$ cat src/rtl/game_pkg.sv
// Shared types and constants for the word-guess game datapath.
package game_pkg;

  typedef enum logic [2:0] {
    IDLE,
    PLAY,
    CHECK,
    RESOLVE,
    WIN,
    LOSE
  } state_e;

  localparam logic [6:0] ASCII_A     = 7'h41;
  localparam logic [6:0] ASCII_Z     = 7'h5A;
  localparam int         NUM_LETTERS = 26;

endpackage

$ cat src/rtl/guess_checker_letter_decode.sv
// Maps a 7-bit ASCII code to an alphabet index 0..25 and flags upper-case letters.
module letter_decode
  import game_pkg::*;
(
  input  logic [6:0] ascii,
  output logic [4:0] index,
  output logic       is_letter
);

  always_comb begin
    is_letter = (ascii >= ASCII_A) && (ascii <= ASCII_Z);
    // Only meaningful when is_letter is set; the offset then fits in 5 bits.
    index     = 5'(ascii - ASCII_A);
  end

endmodule

$ cat config.mk
export PLATFORM = sky130hd
export DESIGN_NAME = letter_decode
export DESIGN_NICKNAME = d
export VERILOG_FILES = /design/src/rtl/game_pkg.sv /design/src/rtl/guess_checker_letter_decode.sv
export SDC_FILE = /design/constraint.sdc
export NUM_CORES = 1
export LEC_CHECK = 0
export BUFFER_PORTS_ARGS = -buffer_cell sky130_fd_sc_hd__buf_2
export CAP_MARGIN = 0
export CORE_AREA = 3 3 40 42
export DETAILED_ROUTE_END_ITERATION = 16
export DIE_AREA = 0 0 43 45
export GPL_TIMING_DRIVEN = 0
export PLACE_DENSITY = 0.38
export SYNTH_ARGS = -nofsm -noshare
export SYNTH_HDL_FRONTEND = slang
export SYNTH_SLANG_ARGS = --single-unit
export TNS_END_PERCENT = 10
$ cat constraint.sdc
create_clock -name vclk -period 1
set_clock_uncertainty 0.05 [all_clocks]
set_input_delay 0.1 -clock vclk [all_inputs]
set_output_delay 0.1 -clock vclk [all_outputs]
set_load 0.02 [all_outputs]
==> flow_summary.yaml, run 1 <==
finish:
  synthToLayoutAreaGrowth_pct: 141
  final_util: 0.240
  seq_cell_count: 0
  final_net_count: 43
  layout_common_cells: "buf_2 (8), buf_4 (3), nand2_1 (2), xor2_1 (2), ha_4 (2)"
  drive_above_1_share: 0.710
  fin_area_sq_um: 308
  num-clock-buffers: 0
  antenna_cells: 0
  register_area_sq_um: 0
  final_common_cell: "buf_2"
critical_path:
  cp_num_buf_inv: 3
  required_ns: 0.85
  endpoint_kind: "primary output"
  path_class: "in -> out"
  worstPathArrival_ns: 0.92
  start_kind: "input port"
  crit_slowest_cell: "and4b_2"
  critPathMaxFanout: 5
  critical_path.top_delay_family: "simple AND/OR/NAND/NOR gates"
  cp_slowest_stage_delay_ns: 0.22
  path_cells: "buf_12, inv_6, ha_4, nor4_4, nand2_1, and4b_2, buf_6"
logic_synthesis:
  synth_top_area_frac: 0.294
  synth_fp_nets: 27
  syn_inst: 17
  synth.largest_area_cell: "ha_1"
  yosysSeqAreaShare: 0
  synth_compound_area_frac: 0.0588
  muxShareOfSynthArea: 0
  synthDistinctLibCells: 11
  syn_area_per_cell_sq_um: 7.51
  yosysWarnings: 0
  synth_area_leaders: "ha_1 (29%), xor2_1 (14%), nor4_2 (9.8%), inv_1 (8.8%), and4b_1 (7.8%)"
  synth-xor-area-share: 0.206
  netlist_area_sq_um: 128
  synth_adder_area_share: 0.294
  synth_top_family_by_area: "simple AND/OR/NAND/NOR gates"
  yosys.area_share.simple: 0.353
timing:
  setup_ws_ns: -0.0736
  clock.fmax_mhz: 931
  hold_viol: 0
  slew_headroom: 0.823
  rsz0062_at_grt: "true"
  finalCriticalPeriod_ns: 1.07
  setup_tns_ns: -0.0736
  slew_violations: 0
  tightest_slew_ns: 0.264
  fin_crit_sh: 1.07
  setup_viol: 1
placed_design:
  place_area_sq_um: 220
  place_congestion: 0.684
  dp_hpwl_um: 356
  io_buffers: 13
clock_tree:
  ctsHoldBuffers: 0
floorplan:
  dieHeight_um: 45
  core_area_sq_um: 1280
  start_util: 0.0993
  die_x_um: 43
  die_area_sq_um: 1940
  ios: 13
  std_cell_rows: 13
drt:
  routed-via-count: 166
  avgViaCountPerCell: 3.61
  wl_met1_um: 208
  highest_layer: "met3"
  ant_nets: 0
  wl_met3_um: 57
  finalWirelength_um: 437
  met2_length_um: 171
  wl_per_cell_um: 9.50
  dr.pass1.iters: 1
  drt_iter0_markers: 0
  drc: 0
min_path:
  hp-class: "in -> out"
pwr:
  p_leak_nw: 0.142
  irDropWorstVdd_uv: 179
  p_per_area_nw_per_um2: 454
grt:
  grt_pass1_wl_um: 710
  grt_usage: 0.0456
  grt_max_degree: 6
  antenna_found_initial: 0
  grt_pass1_vias: 163
  gr-total-overflow: 0
status:
  failed_checks: "negative setup slack"
  status: "complete, but fails checks"
run:
  maxCapViolations: 0
power breakdown:
part,total [W],switching (W),internal (W)
Combinational,0.000140,0.0000726,0.0000673
Clock,0,0,0
Sequential,0,0,0
synthesized netlist by cell type:
library cell / instances
xnor2_1: 1
nor4_2: 1
inv_1: 3
o211ai_1: 1
and4b_1: 1
nor3_1: 1
xor2_1: 2
nor2_1: 1
nand2_1: 2
nor2b_1: 1
ha_1: 3
layout make-up:
class                      count  area (sq um)
timing repair buffer          14           109
multi-input combinational     14           161
inverter                       3          18.8
tap                           15          18.8
fill                         144           977
logic make-up after synthesis:
logic type	Yosys count
XOR/XNOR	3
AO/OA/AOI/OAI	1
AND/OR/NAND/NOR	7
adder cells (fa/ha/maj)	3
buffers and inverters	3
per-layer routing:
metal | track usage | vias up
met5 | 0 | -
met4 | 0 | 0
met3 | 0.00797 | 0
met2 | 0.0689 | 12
met1 | 0.0716 | 68
li1 | - | 86
path summary, 6_finish.rpt:
| path | startpoint | to | slack [ns] | depth (start not counted) |
|---|---|---|---|---|
| max | ascii[1] | is_letter | -0.07 | 7 |
| min | ascii[3] | index[3] | 0.47 | 3 |
metrics by stage:
stage | hold slack, ns | cells | setup WS (ns) | power [W]
6_report | 0.467 | 46 | -0.0736 | 0.000140
5_1_grt | 0.489 | 46 | -0.128 | 0.000150
4_1_cts | 0.475 | 46 | -0.0935 | 0.000125
3_5_place_dp | 0.474 | 45 | -0.322 | 0.000102
3_3_place_gp | 0.472 | 45 | -0.330 | 0.000103
2_1_floorplan | 0.246 | 17 | -0.0618 | 0.0000568
tightest hold or removal path: cells and delay by family:
family    cells  cell delay (ns)
xor+xnor      1             0.06
buf+inv       2             0.26
what timing repair did:
| action | in CTS | in global routing |
|---|---|---|
| pin swaps | 4 | 3 |
| endpoints found under the setup margin | 3 | 3 |
| gates resized for setup | 16 | 6 |
| buffers inserted | 1 | 0 |
(Power assumes the default switching activity.)
==> run 2, diff against run 1 <==
Settings changed: REMOVE_ABC_BUFFERS from default to 1.
==> flow_summary.yaml, run 2 (synthesis results as in run 1) <==
status:
  status: "complete, but fails checks"
  failed_checks: "negative setup slack"
timing:
  setup_viol: 2
  slew_violations: 0
  hold_viol: 0
  setup_tns_ns: -0.0608
  clock.fmax_mhz: 951
  rsz0062_at_grt: "true"
  slew_headroom: 0.866
  setup_ws_ns: -0.0520
  whs_ns: 0.486
  fin_crit_sh: 1.05
  finalCriticalPeriod_ns: 1.05
  tightest_slew_ns: 0.199
pwr:
  p_leak_nw: 0.138
  p_per_area_nw_per_um2: 445
  irDropWorstVdd_uv: 165
critical_path:
  critical_path.top_delay_family: "simple AND/OR/NAND/NOR gates"
  path_cells: "buf_12, inv_4, ha_4, nor4_2, nand2_1, and4b_1, buf_6"
  cp_slowest_stage_delay_ns: 0.20
  start_kind: "input port"
  path_class: "in -> out"
  cp_num_buf_inv: 3
  endpoint_kind: "primary output"
  critPathMaxFanout: 5
  crit_slowest_cell: "and4b_1"
  required_ns: 0.85
  worstPathArrival_ns: 0.90
placed_design:
  dpl.cell_count: 45
  io_buffers: 13
  preCtsSetupSlack_ns: -0.310
  place_congestion: 0.663
finish:
  register_area_sq_um: 0
  layout_common_cells: "buf_2 (8), buf_4 (4), ha_4 (3), nand2_1 (2), xor2_1 (2)"
  seq_cell_count: 0
  final_common_cell: "buf_2"
  final_util: 0.240
  fin_cells: 47
  final_net_count: 44
  num-clock-buffers: 0
  drive_above_1_share: 0.656
  synthToLayoutAreaGrowth_pct: 141
  antenna_cells: 0
floorplan:
  dieHeight_um: 45
  die_area_sq_um: 1940
  die_x_um: 43
  start_util: 0.0993
  ios: 13
  std_cell_rows: 13
  core_area_sq_um: 1280
grt:
  grt_max_degree: 6
  gr-total-overflow: 0
  grt_usage: 0.0473
  antenna_found_initial: 0
  grt_pass1_wl_um: 717
  grt_pass1_vias: 156
min_path:
  hp-class: "in -> out"
drt:
  ant_nets: 0
  routed-via-count: 165
  avgViaCountPerCell: 3.51
  drt_iter0_markers: 0
  drc: 0
  wl_per_cell_um: 9.19
  finalWirelength_um: 432
  dr.pass1.iters: 1
clock_tree:
  ctsHoldBuffers: 0
run:
  maxCapViolations: 0
run 2: per-layer routing:
metal	part of all wire	vias to the layer above	GRT usage
met5	0	-	0
met4	0	0	0
li1	-	86	-
met2	0.27	13	0.0599
met3	0.17	0	0.0120
met1	0.56	66	0.0810
run 2: cell type report:
cell class         instances  area (sq um)
repair buffers            15           116
multi-input cells         14           154
inverters                  3          18.8
well taps                 15          18.8
fillers                  146           977
run 2: final timing paths:
path	from	to	slack, ns	cells past startpoint
setup / recovery	ascii[1]	is_letter	-0.05	7
hold / removal	ascii[3]	index[3]	0.49	3
run 2: what timing repair did:
item,4_1_cts,5_1_grt
buffers inserted,2,0
resized for setup,18,4
pin swaps,5,3
endpoints found under the setup margin,2,5
run 2: report_power, final:
| part | internal, W | total, W | leakage [nW] | switching, W |
|---|---|---|---|---|
| clock network | 0 | 0 | 0 | 0 |
| registers | 0 | 0 | 0 | 0 |
| logic | 0.0000659 | 0.000137 | 0.138 | 0.0000710 |
| total | 0.0000659 | 0.000137 | 0.138 | 0.0000710 |
run 2: per-stage QoR:
stage           power, W  instance area, sq um
2_1_floorplan  0.0000540                   128
3_3_place_gp   0.0000997                   211
3_5_place_dp   0.0000991                   211
4_1_cts         0.000130                   288
5_1_grt         0.000149                   308
6_report        0.000137                   308
==> run 3, diff against run 2 <==
Settings changed: CELL_PAD_IN_SITES_DETAIL_PLACEMENT from default to 2, CELL_PAD_IN_SITES_GLOBAL_PLACEMENT from default to 2, PLACE_DENSITY 0.38 to 0.6.
==> flow_summary.yaml, run 3 (synthesis results as in run 1) <==
grt:
  grt_usage: 0.0531
  antenna_found_initial: 0
  grtUsageMet2: 0.102
  grt_util_met1: 0.0571
  gr-total-overflow: 0
  grt_max_degree: 6
  grt_pass1_vias: 170
  grt_pass1_wl_um: 814
  use_met3: 0.0239
  busiest_layer: "met2"
critical_path:
  cp.depth: 7
  critPathMaxFanout: 4
  cp_num_buf_inv: 3
  worstPathArrival_ns: 0.94
  endpoint_kind: "primary output"
  path_class: "in -> out"
  required_ns: 0.85
  critical_path.top_delay_family: "buffers and inverters"
  crit_slowest_cell: "and4b_1"
  cp_slowest_stage_delay_ns: 0.24
  start_kind: "input port"
  path_cells: "buf_12, inv_8, ha_4, nor2b_1, o211ai_1, and4b_1, buf_6"
floorplan:
  start_util: 0.0993
  die_area_sq_um: 1940
  std_cell_rows: 13
  ios: 13
  dieHeight_um: 45
  core_area_sq_um: 1280
  die_x_um: 43
timing:
  rsz0062_at_grt: "true"
  clock.fmax_mhz: 920
  setup_viol: 2
  slew_violations: 0
  slew_headroom: 0.860
  tightest_slew_ns: 0.208
  setup_ws_ns: -0.0868
  finalCriticalPeriod_ns: 1.09
  fin_crit_sh: 1.09
  hold_viol: 0
status:
  status: "complete, but fails checks"
  failed_checks: "negative setup slack"
pwr:
  p_leak_nw: 0.127
  power.total_w: 0.000125
  p_per_area_nw_per_um2: 466
  irDropWorstVdd_uv: 102
drt:
  drc: 0
  dr.pass1.iters: 2
  finalWirelength_um: 547
  wl_per_cell_um: 12.2
  avgViaCountPerCell: 3.80
  drt_iter0_markers: 1
  routed-via-count: 171
  ant_nets: 0
run:
  maxCapViolations: 0
min_path:
  hp-class: "in -> out"
  min_path_cells: 3
  hold_path_end: "index[0]"
  worstHoldStart: "ascii[0]"
placed_design:
  io_buffers: 13
  place_congestion: 0.768
  place_area_sq_um: 211
  preCtsSetupSlack_ns: -0.307
  dp_hpwl_um: 460
finish:
  final_net_count: 42
  register_area_sq_um: 0
  seq_cell_count: 0
  layout_common_cells: "buf_2 (9), nand2_1 (2), xor2_1 (2)"
  num-clock-buffers: 0
  synthToLayoutAreaGrowth_pct: 110
  final_common_cell: "buf_2"
  antenna_cells: 0
  fin_area_sq_um: 268
  drive_above_1_share: 0.600
clock_tree:
  ctsHoldBuffers: 0
  post_cts_buffers: 0
==> run 3: cell types whose count changed in the layout (fill, tap and decap cells not counted) <==
cell,before,now
buf_4,4,1
ha_4,3,1
buf_2,8,9
ha_1,0,1
ha_2,0,1
inv_2,0,1
inv_4,1,0
inv_6,1,0
inv_8,0,1
==> run 3: layout make-up <==
class	instances	area (sq um)
inverters	3	18.8
multi-input cells	14	131
fillers	158	1020
repair buffers	13	98.8
well taps	15	18.8
==> run 3: power by group <==
part           switching [W]  leakage (nW)  internal (W)
Clock                      0             0             0
Sequential                 0             0             0
Combinational      0.0000679         0.127     0.0000567
==> run 3: stage by stage <==
stage / setup TNS, ns / hold slack [ns] / util / std cells
CTS: -0.116 / 0.427 / 0.205 / 45
detailed placement: -0.461 / 0.481 / 0.165 / 45
global route: -0.236 / 0.435 / 0.208 / 45
finish: -0.110 / 0.422 / 0.208 / 45
global placement: -0.308 / 0.473 / 0.165 / 45
floorplan: -0.156 / 0.246 / - / 17
==> run 3: timing repair <==
item / in CTS / in global routing
setup endpoints to repair: 3 / 3
pin swaps: 5 / 0
gates cloned: 0 / 0
gates resized for setup: 17 / 1
==> run 3: tightest hold or removal path, cell delays in order <==
cell,delay (ns)
buf_12,0.09
inv_8,0.03
buf_2,0.14
==> run 3: worst max-delay path by stage <==
stage / start / end / slack, ns
after floorplan: ascii[0] / is_letter / -0.08
after global placement: ascii[1] / is_letter / -0.27
after detailed placement: ascii[1] / is_letter / -0.31
after CTS: ascii[0] / is_letter / -0.08
after global routing: ascii[0] / is_letter / -0.14
final: ascii[0] / is_letter / -0.09
==> run 3: per-layer routing <==
layer / part of all wire / vias up
met4: 0 / 0
met1: 0.39 / 75
li1: - / 84
met5: 0 / -
met2: 0.46 / 12
met3: 0.15 / 0
